`config.mk`:
```
export PLATFORM = sky130hd
export DESIGN_NAME = video_mono_stage
export DESIGN_NICKNAME = d
export VERILOG_FILES = /design/src/rtl/video_mono_stage.sv
export SDC_FILE = /design/constraint.sdc
export NUM_CORES = 1
export LEC_CHECK = 0
export ABC_AREA = 1
export BUFFER_PORTS_ARGS = -buffer_cell sky130_fd_sc_hd__buf_2
export CORE_ASPECT_RATIO = 0.6
export CORE_MARGIN = 10
export CORE_UTILIZATION = 40
export CTS_BUF_LIST = sky130_fd_sc_hd__clkbuf_4 sky130_fd_sc_hd__clkbuf_8
export CTS_CLUSTER_DIAMETER = 30
export DETAILED_ROUTE_END_ITERATION = 16
export PLACE_DENSITY = 0.59
export SLEW_MARGIN = 20
export SYNTH_ARGS = -nofsm -noshare
export SYNTH_HDL_FRONTEND = slang
export SYNTH_SLANG_ARGS = --single-unit
```
`constraint.sdc`:
```
create_clock -name clk -period 15.86 [get_ports clk]
set_input_delay 0.793 -clock clk [delete_from_list [all_inputs] [get_ports clk]]
set_output_delay 0.793 -clock clk [all_outputs]
set_load 0.1 [all_outputs]
```
`src/rtl/video_mono_stage.sv`:
```
// Three-stage video post-processor: 6-bit RGB to 8-bit RGB with optional monochrome tint.
// The tint mode is latched only on a VSync rising edge so a frame never changes tint mid-way.
module video_mono_stage #(
    parameter int LAT = 3,
    parameter int WR  = 54,
    parameter int WG  = 183,
    parameter int WB  = 18
) (
    input  logic       clk,
    input  logic       reset,
    input  logic       ce_in,
    input  logic [5:0] r_in,
    input  logic [5:0] g_in,
    input  logic [5:0] b_in,
    input  logic       hs_in,
    input  logic       vs_in,
    input  logic       hb_in,
    input  logic       vb_in,
    input  logic [1:0] mode_in,
    output logic       ce_pix,
    output logic [7:0] r_out,
    output logic [7:0] g_out,
    output logic [7:0] b_out,
    output logic       hs_out,
    output logic       vs_out,
    output logic       hb_out,
    output logic       vb_out,
    output logic [1:0] mode_active
);
    localparam logic [7:0] WR8 = 8'(WR);
    localparam logic [7:0] WG8 = 8'(WG);
    localparam logic [7:0] WB8 = 8'(WB);

    function automatic logic [7:0] expand(input logic [5:0] x);
        return {x, x[5:4]};
    endfunction

    logic [5:0]     r1, g1, b1, r2, g2, b2, y2;
    logic           hs1, vs1, hb1, vb1, hs2, vs2, hb2, vb2;
    logic           vs_d;
    logic [LAT-1:0] ce_pipe;
    logic [13:0]    pr, pg, pb;
    logic [15:0]    sum;
    logic [5:0]     sel_r, sel_g, sel_b;

    always_comb begin
        pr  = 14'(WR8) * 14'(r1);
        pg  = 14'(WG8) * 14'(g1);
        pb  = 14'(WB8) * 14'(b1);
        sum = 16'(pr) + 16'(pg) + 16'(pb);
    end

    // Tint selection uses the stage-2 copies and the currently latched mode.
    always_comb begin
        sel_r = r2;
        sel_g = g2;
        sel_b = b2;
        case (mode_active)
            2'b01: begin sel_r = '0; sel_g = y2;      sel_b = '0; end
            2'b10: begin sel_r = y2; sel_g = y2 >> 1; sel_b = '0; end
            2'b11: begin sel_r = y2; sel_g = y2;      sel_b = y2; end
            default: ;
        endcase
    end

    always_ff @(posedge clk) begin
        if (reset) begin
            {r1, g1, b1, r2, g2, b2, y2} <= '0;
            {hs1, vs1, hs2, vs2} <= '0;
            {hb1, vb1, hb2, vb2} <= '1;
            vs_d        <= 1'b0;
            ce_pipe     <= '0;
            r_out       <= '0;
            g_out       <= '0;
            b_out       <= '0;
            hs_out      <= 1'b0;
            vs_out      <= 1'b0;
            hb_out      <= 1'b1;
            vb_out      <= 1'b1;
            mode_active <= 2'b00;
        end else begin
            r1  <= r_in;  g1  <= g_in;  b1  <= b_in;
            hs1 <= hs_in; vs1 <= vs_in; hb1 <= hb_in; vb1 <= vb_in;
            vs_d <= vs_in;

            y2  <= 6'(sum >> 8);
            r2  <= r1;  g2  <= g1;  b2  <= b1;
            hs2 <= hs1; vs2 <= vs1; hb2 <= hb1; vb2 <= vb1;

            ce_pipe <= {ce_pipe[LAT-2:0], ce_in};
            r_out   <= (hb2 || vb2) ? 8'h00 : expand(sel_r);
            g_out   <= (hb2 || vb2) ? 8'h00 : expand(sel_g);
            b_out   <= (hb2 || vb2) ? 8'h00 : expand(sel_b);
            hs_out  <= hs2;
            vs_out  <= vs2;
            hb_out  <= hb2;
            vb_out  <= vb2;

            if (vs_in && !vs_d)
                mode_active <= mode_in;
        end
    end

    assign ce_pix = ce_pipe[LAT-1];
endmodule
```
Word-level counts from Yosys, hierarchy flattened
Cells that the tools add are included.
Word-level totals
  register bits after elaboration: 83
  input port bits: 27
  output and inout port bits: 31
  logic and storage cells: 42
Cells by class
  add/subtract/negate cells: 2
  multipliers: 3
  equality and inequality tests: 3
  mux-type cells: 3
  reduce and logical (&&, ||, !) cells: 7
Operator list (count)
  $pmux W6 S2: 3
  $add A12 B14 Y14: 1
  $add A14 B11 Y14: 1
  $mul A8 B6 Y14 const A: 1
  $mul A5 B6 Y11 const A: 1
  $mul A4 B6 Y10 const A: 1
  $reduce_or A2 Y1: 4
  $eq A2 B2 Y1 const B: 2
  $eq A2 B1 Y1 const B: 1
  $logic_and A1 B1 Y1: 1
  $logic_not A1 Y1: 1
  $logic_or A1 B1 Y1: 1

Logic depth before layout (Yosys ltp)
Gate-level depths: netlist (run 1).
  depth in word-level cells: 3
  depth in mapped cells: 25
  mapped depth without buffers: 25

Worst setup path before layout (run 1)
OpenSTA, ideal clock, no wires.
  kind: reg2reg
  from: register r1[1]
  to: register y2[5]
  setup time: 0.113 ns
  arrival: 4.951 ns
  required time: 15.747 ns
  slack: 10.796 ns
  stages on the path, launching flop included: 24
  path buffers: 0
  clock period less this slack: 5.064 ns
  cell sequence: dfxtp_1 > ha_1 > fa_1 > inv_1 > fa_1 > inv_1 > ha_1 > nand2_1 > nand2_1 > a21oi_1 > xor2_1 > fa_1 > fa_1 > fa_1 > inv_1 > ha_1 > a21oi_1 > o21ai_0 > nand2_1 > nand2_1 > nor2_1 > nand2_1 > nand2_1 > nor2_1
On the way
  longest elaborated chain between the ends: 3
RTL lines
  start, declared: RTL line 38  | logic [5:0] r1, g1, b1, r2, g2, b2, y2;
  start signal, assigned: RTL line 82  | r1 <= r_in; g1 <= g_in; b1 <= b_in;
  $mul A5 B6 Y11: RTL line 47  | pr = 14'(WR8) * 14'(r1);
  $add A12 B14 Y14: RTL line 50  | sum = 16'(pr) + 16'(pg) + 16'(pb);
  $add A14 B11 Y14: RTL line 50
  end signal, assigned: RTL line 86  | y2 <= 6'(sum >> 8);
  end, declared: RTL line 38
Every way passes these cells.
A chain may end at the register's enable or synchronous reset.

Worst setup path after layout (run 1)
  from: register r1[2]
  to: register y2[5]
The elaborated chain is that of the path after synthesis.

==> results of run 1 <==
-- report_power, final --
part           internal (uW)  total (uW)  switching (uW)
combinational            120         323             203
sequential               206         219            13.1
clock                    106         177            71.0
total                    433         720             288
-- sequential cells by signal (all words and copies together), names as in the netlist, 6 cells and up --
register,cells
g_out,6
g1,6
r1,6
b2,6
g2,6
b_out,6
r_out,6
b1,6
r2,6
y2,6
-- worst max-delay path, stage by stage, from the launching register on --
cell,delay [ns]
dfxtp_1,0.40
ha_1,0.29
fa_1,0.52
inv_1,0.05
fa_1,0.50
inv_1,0.04
ha_1,0.35
nand2_1,0.09
nand2_1,0.05
a21oi_1,0.15
xor2_1,0.21
fa_1,0.48
fa_1,0.49
fa_1,0.55
inv_1,0.04
ha_1,0.34
a21oi_1,0.21
o21ai_0,0.14
nand2_1,0.08
nand2_1,0.05
nor2_1,0.13
nand2_1,0.07
nand2_1,0.05
nor2_1,0.04
-- kinds of logic (layout without fill, tap and decap cells) --
| logic type | Yosys count | count (layout) | share of synthesized area, % |
|---|---|---|---|
| AND/OR/NAND/NOR | 172 | 172 | 14.94 |
| buffers and inverters | 158 | 215 | 13.41 |
| adder cells (fa/ha/maj) | 92 | 92 | 30.35 |
| flip-flops | 77 | 77 | 32.58 |
| AO/OA/AOI/OAI | 52 | 52 | 6.875 |
| XOR/XNOR | 10 | 10 | 1.851 |
-- routing by layer --
| metal | track usage, % | share of wire [%] |
|---|---|---|
| met1 | 20.35 | 53 |
| met2 | 17.15 | 38 |
| met3 | 4.348 | 8.5 |
| met4 | 2.415 | 0.35 |
| met5 | 0 | 0 |
-- metrics by stage --
stage                     area (um2)  utilization [%]
after floorplan                 4732                -
after global placement          5116            44.84
after detailed placement        5116            44.84
after CTS                       5359            46.96
after global routing            5359            46.96
final                           5359            46.96
-- cells in the final DEF (no fill, tap or decap) --
cell type / n
clkinv_4: 1
a21oi_2: 10
clkinv_2: 1
buf_2: 57
a21oi_1: 20
inv_1: 141
nor2_8: 1
ha_1: 54
nand3_1: 12
dfxtp_1: 77
nor2_1: 63
clkbuf_4: 1
xnor2_1: 2
bufinv_16: 3
clkbuf_8: 9
a31oi_1: 3
o211ai_1: 5
or2_2: 5
xor2_1: 8
inv_2: 1
nor3_1: 2
nor2_4: 1
clkinvlp_4: 1
fa_1: 38
or2_4: 1
o21ai_2: 1
o21ai_0: 10
o21bai_1: 2
a21boi_0: 1
nand4_1: 1
nand2_1: 86
-- cell type report --
cell class,count,area (um2)
Clock buffer,10,131.4
Clock inverter,6,111.4
Fill cell,1153,6052
Inverter,142,533.0
Multi-Input combinational cell,326,2556
Sequential cell,77,1541
Tap cell,160,200.2
Timing Repair Buffer,57,285.3
-- path summary, 6_finish.rpt --
| path | slack, ns | to | start | cells after the start |
|---|---|---|---|---|
| max | 10.43 | y2[5] | r1[2] | 23 |
| min | 0.41 | vs_out | vs2 | 2 |
| max reg2reg | 10.43 | y2[5] | r1[2] | 23 |
| min reg2reg | 0.41 | vs_out | vs2 | 2 |
==> reports/metrics.cfg, run 1 <==
[sta]
timing.hold.ws_ns = 0.4058
setup_slack_ns = 10.43
finalCriticalPeriod_ns = 5.428
slew-limit-headroom_pct = 39.04
finalSetupViolations = 0
tns_ns = 0
min_period_over_period_pct = 34.23
tightest_slew_ns = 0.9144
final_max_slew_viol_count = 0
finalHoldViolations = 0
rsz0062_at_grt = false
skew_ns = 0.008459
clock.fmax_mhz = 184.2

[clock_network]
htreeDepth = 3
cts_resized = 0
numCtsBuffers = 9
cts_tree = yes
worstSkewPairLatency_ns = 0.35
clk_pin_slew_ns = 0.08
clockBufferDepth = 2
numClockSinks = 77
holdBufCountCts = 0
ctsRootBufferMaster = clkbuf_8
postCtsSetupBuffers = 0

[die]
start_util_pct = 41.47
dieArea_mm2 = 0.01672
core_mm2 = 0.01141
fp-row-count = 30
die_h_um = 104.3
die_x_um = 160.4
pin_count = 58

[drt]
wirelength_um = 10680
antenna_left = 0
drt_iter0_markers = 196
via_per_inst = 4.375
dr.pass1.iters = 4
vias = 3404
wire_per_inst_um = 13.73
route.detailed.drc = 0

[synthesis]
yosysTopAreaCellShare_pct = 32.58
synth-edff-count = 0
synth.most_common_cell = inv_1
yosysSeqAreaShare_pct = 32.58
synth_area_mm2 = 0.004732
yosysWarnings = 0
syn_nets = 680
synth-async-reset-ratio_pct = 0
synth_flop_cell = dfxtp_1
synthTopCellsByArea = dfxtp_1, fa_1, ha_1
ys_types = 28
synth_top_cell_by_area = dfxtp_1
ys_ff_latch = 77
synth_common_cells = inv_1, nand2_1, dfxtp_1
syn_area_per_cell_um2 = 8.435
netlist_instances = 561

[global_routing]
antenna_found_initial = 0
grt_usage_pct = 13.24
grt_max_degree = 53
grt_overflow_total = 0
grt_pass1_wl_um = 18010
grt_pass1_vias = 3502

[min_path]
hp-class = reg2reg

[placement]
dp_cells = 762
place_ws_ns = 10.44
io_buffers = 57
place_congestion = 0.8636
dpl.hpwl_um = 9091

[layout]
antenna_cells = 0
area_growth_pct = 13.25
final_cells = 778
nets = 732
drive_gt1_share_pct = 15.05

[power_and_ir_drop]
ir_drop_uv = 55.48
leakage_uw = 0.002861
finalPower_uw = 720.2
power-per-cell-area_mw_per_mm2 = 134.4

[setup_path]
critPathKind = reg2reg
cp-start-kind = register
cp.required_ns = 16.11
path_max_fanout = 5
cp_data_arrival_time_ns = 5.68
crit_path_end_kind = register

[run]
maxCapViolCount = 0

[run_status]
outcome = completed

No activity file was read; power rests on OpenSTA's default activity.
==> run 2, diff against run 1 <==
==> constraint.sdc (replaced) <==
create_clock -name clk -period 5.4 [get_ports clk]
set_input_delay 0.27 -clock clk [delete_from_list [all_inputs] [get_ports clk]]
set_output_delay 0.27 -clock clk [all_outputs]
set_load 0.1 [all_outputs]
==> reports/metrics.cfg, run 2 (synthesis results as in run 1) <==
[run_status]
outcome = completed

[die]
dieArea_mm2 = 0.01672
die_x_um = 160.4
pin_count = 58
fp-row-count = 30
die_h_um = 104.3
core_mm2 = 0.01141
start_util_pct = 41.47

[clock_network]
cts_tree = yes
ctsRootBufferMaster = clkbuf_8
clk_pin_slew_ns = 0.08
htreeDepth = 3
numClockSinks = 77
worstSkewPairLatency_ns = 0.35
holdBufCountCts = 0
postCtsSetupBuffers = 0
clockBufferDepth = 2
numCtsBuffers = 9

[layout]
layout_commonest_cell = inv_1
nFillCells = 1136
nets = 732
area_growth_pct = 15.81
antenna_cells = 0
drive_gt1_share_pct = 17.80
final_cell_mix = inv_1, nand2_1, dfxtp_1, nor2_1, buf_2
utilization_pct = 48.03

[sta]
final_max_slew_viol_count = 0
skew_ns = 0.009540
tightest_slew_ns = 0.9042
finalCriticalPeriod_ns = 5.135
clock.fmax_mhz = 194.7
tns_ns = 0
rsz0062_at_grt = false
min_period_over_period_pct = 95.09
slew-limit-headroom_pct = 39.72
timing.hold.ws_ns = 0.1069
finalHoldViolations = 0
finalSetupViolations = 0

[setup_path]
path_max_fanout = 5
cp_data_arrival_time_ns = 5.40
crit_path_end_kind = register
cp-start-kind = register
critPathKind = reg2reg
r2r_slack_ns = 0.26
cp.required_ns = 5.67

[global_routing]
grt_max_degree = 53
grt_pass1_vias = 3468
grt_overflow_total = 0
grt_usage_pct = 13.10
antenna_found_initial = 0
grt_pass1_wl_um = 17800

[drt]
wire_per_inst_um = 13.85
dr.pass1.iters = 4
antenna_left = 0
drt_iter0_markers = 231
wirelength_um = 10770
route.detailed.drc = 0
vias = 3479
via_per_inst = 4.472

[placement]
place_congestion = 0.8636
dpl.hpwl_um = 9015
io_buffers = 57

[run]
maxCapViolCount = 0

[min_path]
hp-class = in2reg

[power_and_ir_drop]
leakage_uw = 0.002861
finalPower_uw = 2233
power-per-cell-area_mw_per_mm2 = 407.5
ir_drop_uv = 160.6

run 2: cell counts in the layout (fill, tap and decap cells not counted):
Identical to the previous run, type by type.
run 2: what timing repair did:
item / CTS / global route
cloned: 0 / 0
setup endpoints to repair: 2 / 6
resized for setup: 1 / 19
pin swaps: 1 / 7
run 2: critical path, stage by stage (launching register included):
cell and delay [ns]:
dfxtp_4 0.37, ha_4 0.25, fa_1 0.50, inv_1 0.05
fa_1 0.50, inv_1 0.07, ha_4 0.26, a21oi_1 0.18
o21ai_2 0.11, xor2_2 0.16, fa_1 0.49, fa_1 0.49
inv_1 0.06, fa_1 0.49, ha_1 0.35, nand2_1 0.08
nand2_1 0.06, o21bai_1 0.17, a21oi_1 0.15, o21ai_0 0.10
a21oi_1 0.17
run 2: worst paths after layout:
kind	to	startpoint	cells after the start
worst min register to register	vs_out	vs2	2
worst max-delay path	y2[0]	r1[1]	20
worst max register to register	y2[0]	r1[1]	20
worst min-delay path	hb1	hb_in	2
run 2: cell type report:
class	instances	area (um2)	share of cell area [%]
Timing Repair Buffer	57	285.3	5.205
Clock buffer	10	131.4	2.397
Clock inverter	6	111.4	2.032
Multi-Input combinational cell	326	2671	48.74
Inverter	142	533.0	9.726
Tap cell	160	200.2	3.653
Sequential cell	77	1548	28.24
run 2: layer usage:
metal	global-route usage [%]	vias up	share of wire [%]
met5	0	-	0
met4	2.350	0	0.55
met3	4.190	10	8.0
met2	17.26	108	38
met1	19.98	1594	53
li1	-	1767	-
run 2: power by group:
part	switching [uW]	leakage, uW	internal, uW
Combinational	643	0.00211	422
Clock	210	0.000120	312
Sequential	39.4	0.000634	606
Total	893	0.00286	1340
run 2: stage by stage:
step / instance area (um2) / std cells / setup WS, ns
3_5_place_dp: 5116 / 762 / -0.03980
5_1_grt: 5480 / 778 / 0.006485
2_1_floorplan: 4732 / 561 / 0.3359
3_3_place_gp: 5116 / 762 / 0.09709
6_report: 5480 / 778 / 0.2649
4_1_cts: 5363 / 778 / 0.01221
==> run 3, diff against run 2 <==
--- a/config.mk
+++ b/config.mk
@@ -13,7 +13,7 @@
 export CTS_BUF_LIST = sky130_fd_sc_hd__clkbuf_4 sky130_fd_sc_hd__clkbuf_8
 export CTS_CLUSTER_DIAMETER = 30
 export DETAILED_ROUTE_END_ITERATION = 16
-export PLACE_DENSITY = 0.59
+export PLACE_DENSITY_LB_ADDON = 0.25
 export SLEW_MARGIN = 20
 export SYNTH_ARGS = -nofsm -noshare
 export SYNTH_HDL_FRONTEND = slang
==> reports/metrics.cfg, run 3 (synthesis results as in run 1) <==
[setup_path]
cp_common_cell = fa_1
r2r_cells = 20
path_max_fanout = 5
critPathSlowestCell = fa_1
worstPathCellList = ha_4 > fa_1 > inv_1 > fa_1 > inv_1 > ha_4 > a21oi_2 > o21ai_4 > xor2_2 > fa_1 > fa_1 > inv_1 > fa_1 > ha_1 > nand2_1 > nand2_1 > o21bai_1 > a21oi_1 > o21ai_0 > a21oi_1
cp.required_ns = 5.67
cp-start-kind = register
r2r_start = r1[1]
crit_path_end_kind = register
critPathKind = reg2reg
cp_data_arrival_time_ns = 5.42
crit_start = r1[1]
slowest_delay_ns = 0.52

[clock_network]
numClockSinks = 77
clockBufferDepth = 2
worstSkewPairLatency_ns = 0.35
cts_tree = yes
clk_pin_slew_ns = 0.08
ctsRootBufferMaster = clkbuf_8
htreeDepth = 3
numCtsBuffers = 9
postCtsSetupBuffers = 0

[die]
die_h_um = 104.3
die_x_um = 160.4
start_util_pct = 41.47
dieArea_mm2 = 0.01672
core_mm2 = 0.01141
fp-row-count = 30
pin_count = 58

[global_routing]
grt_overflow_total = 0
grt_max_degree = 53
grt_pass1_vias = 3550
grt_pass1_wl_um = 17550
antenna_found_initial = 0
grt_usage_pct = 12.91

[sta]
clock.fmax_mhz = 194.2
finalCriticalPeriod_ns = 5.150
setup_slack_ns = 0.2496
slew-limit-headroom_pct = 41.02
finalHoldViolations = 0
min_period_over_period_pct = 95.38
finalSetupViolations = 0
tightest_slew_ns = 0.8847
skew_ns = 0.01242
rsz0062_at_grt = false
tns_ns = 0
final_max_slew_viol_count = 0

[run_status]
outcome = completed

[placement]
dpl.hpwl_um = 8906
place_congestion = 0.8673
place_ws_ns = 0.001608
io_buffers = 57

[drt]
drt_iter0_markers = 130
dr.pass1.iters = 4
vias = 3449
via_per_inst = 4.433
wire_per_inst_um = 13.70
route.detailed.drc = 0
wirelength_um = 10660
antenna_left = 0

[run]
maxCapViolCount = 0

[power_and_ir_drop]
power-per-cell-area_mw_per_mm2 = 399.4
ir_drop_uv = 172.8
leakage_uw = 0.002850

[min_path]
hold_depth = 2
hp-class = in2reg
hp-start = hb_in

[layout]
nFillCells = 1135
antenna_cells = 0
final_cell_mix = inv_1, nand2_1, dfxtp_1, nor2_1, buf_2
utilization_pct = 47.76
nets = 732
drive_gt1_share_pct = 18.28
layout_commonest_cell = inv_1
area_growth_pct = 15.18

[run 3: layout make-up]
cell class / count / area [um2] / share of cell area (%)
Clock inverter: 6 / 70.07 / 1.286
Inverter: 142 / 533.0 / 9.780
Multi-Input combinational cell: 326 / 2679 / 49.15
Tap cell: 160 / 200.2 / 3.673
Clock buffer: 10 / 137.6 / 2.525
Timing Repair Buffer: 57 / 285.3 / 5.234
Sequential cell: 77 / 1545 / 28.35
[run 3: final timing paths]
| path | end | slack, ns |
|---|---|---|
| max | y2[0] | 0.25 |
| min | hb1 | 0.1 |
| max reg2reg | y2[0] | 0.25 |
| min reg2reg | vs_out | 0.41 |
[run 3: critical path, delay by kind of cell, from the launching register on]
| kind | cells | cell delay [ns] |
|---|---|---|
| AOI/OAI and AO/OA | 6 | 0.88 |
| xor gates and xnor gates | 1 | 0.19 |
| buffers and inverters | 3 | 0.17 |
| adders and majority gates | 8 | 3.33 |
| and+or+nand+nor | 2 | 0.15 |
| DFF | 1 | 0.35 |
[run 3: what timing repair did]
action	in CTS	in global routing
pin swaps	2	6
endpoints found under the setup margin	1	6
hold buffers	0	0
gates resized for setup	0	26
[run 3: power breakdown]
group / leakage [uW] / internal (uW) / switching (uW)
Sequential: 0.000634 / 606 / 38.5
Combinational: 0.00211 / 429 / 659
Clock: 0.000107 / 229 / 215
[run 3: per-stage QoR]
step	cells	instance area (um2)	total power (uW)	hold WS [ns]
CTS	778	5324	2045	0.08477
global placement	762	5116	1579	0.3899
finish	778	5450	2177	0.09913
detailed placement	762	5116	1596	0.3983
global route	778	5450	2385	0.09703
floorplan	561	4732	1371	0.3738
[run 3: per-layer routing]
metal | track usage (%) | wire length, um
met5 | 0 | 0
met4 | 2.546 | 23
met3 | 4.506 | 824
met2 | 17.41 | 4088
met1 | 19.04 | 5723
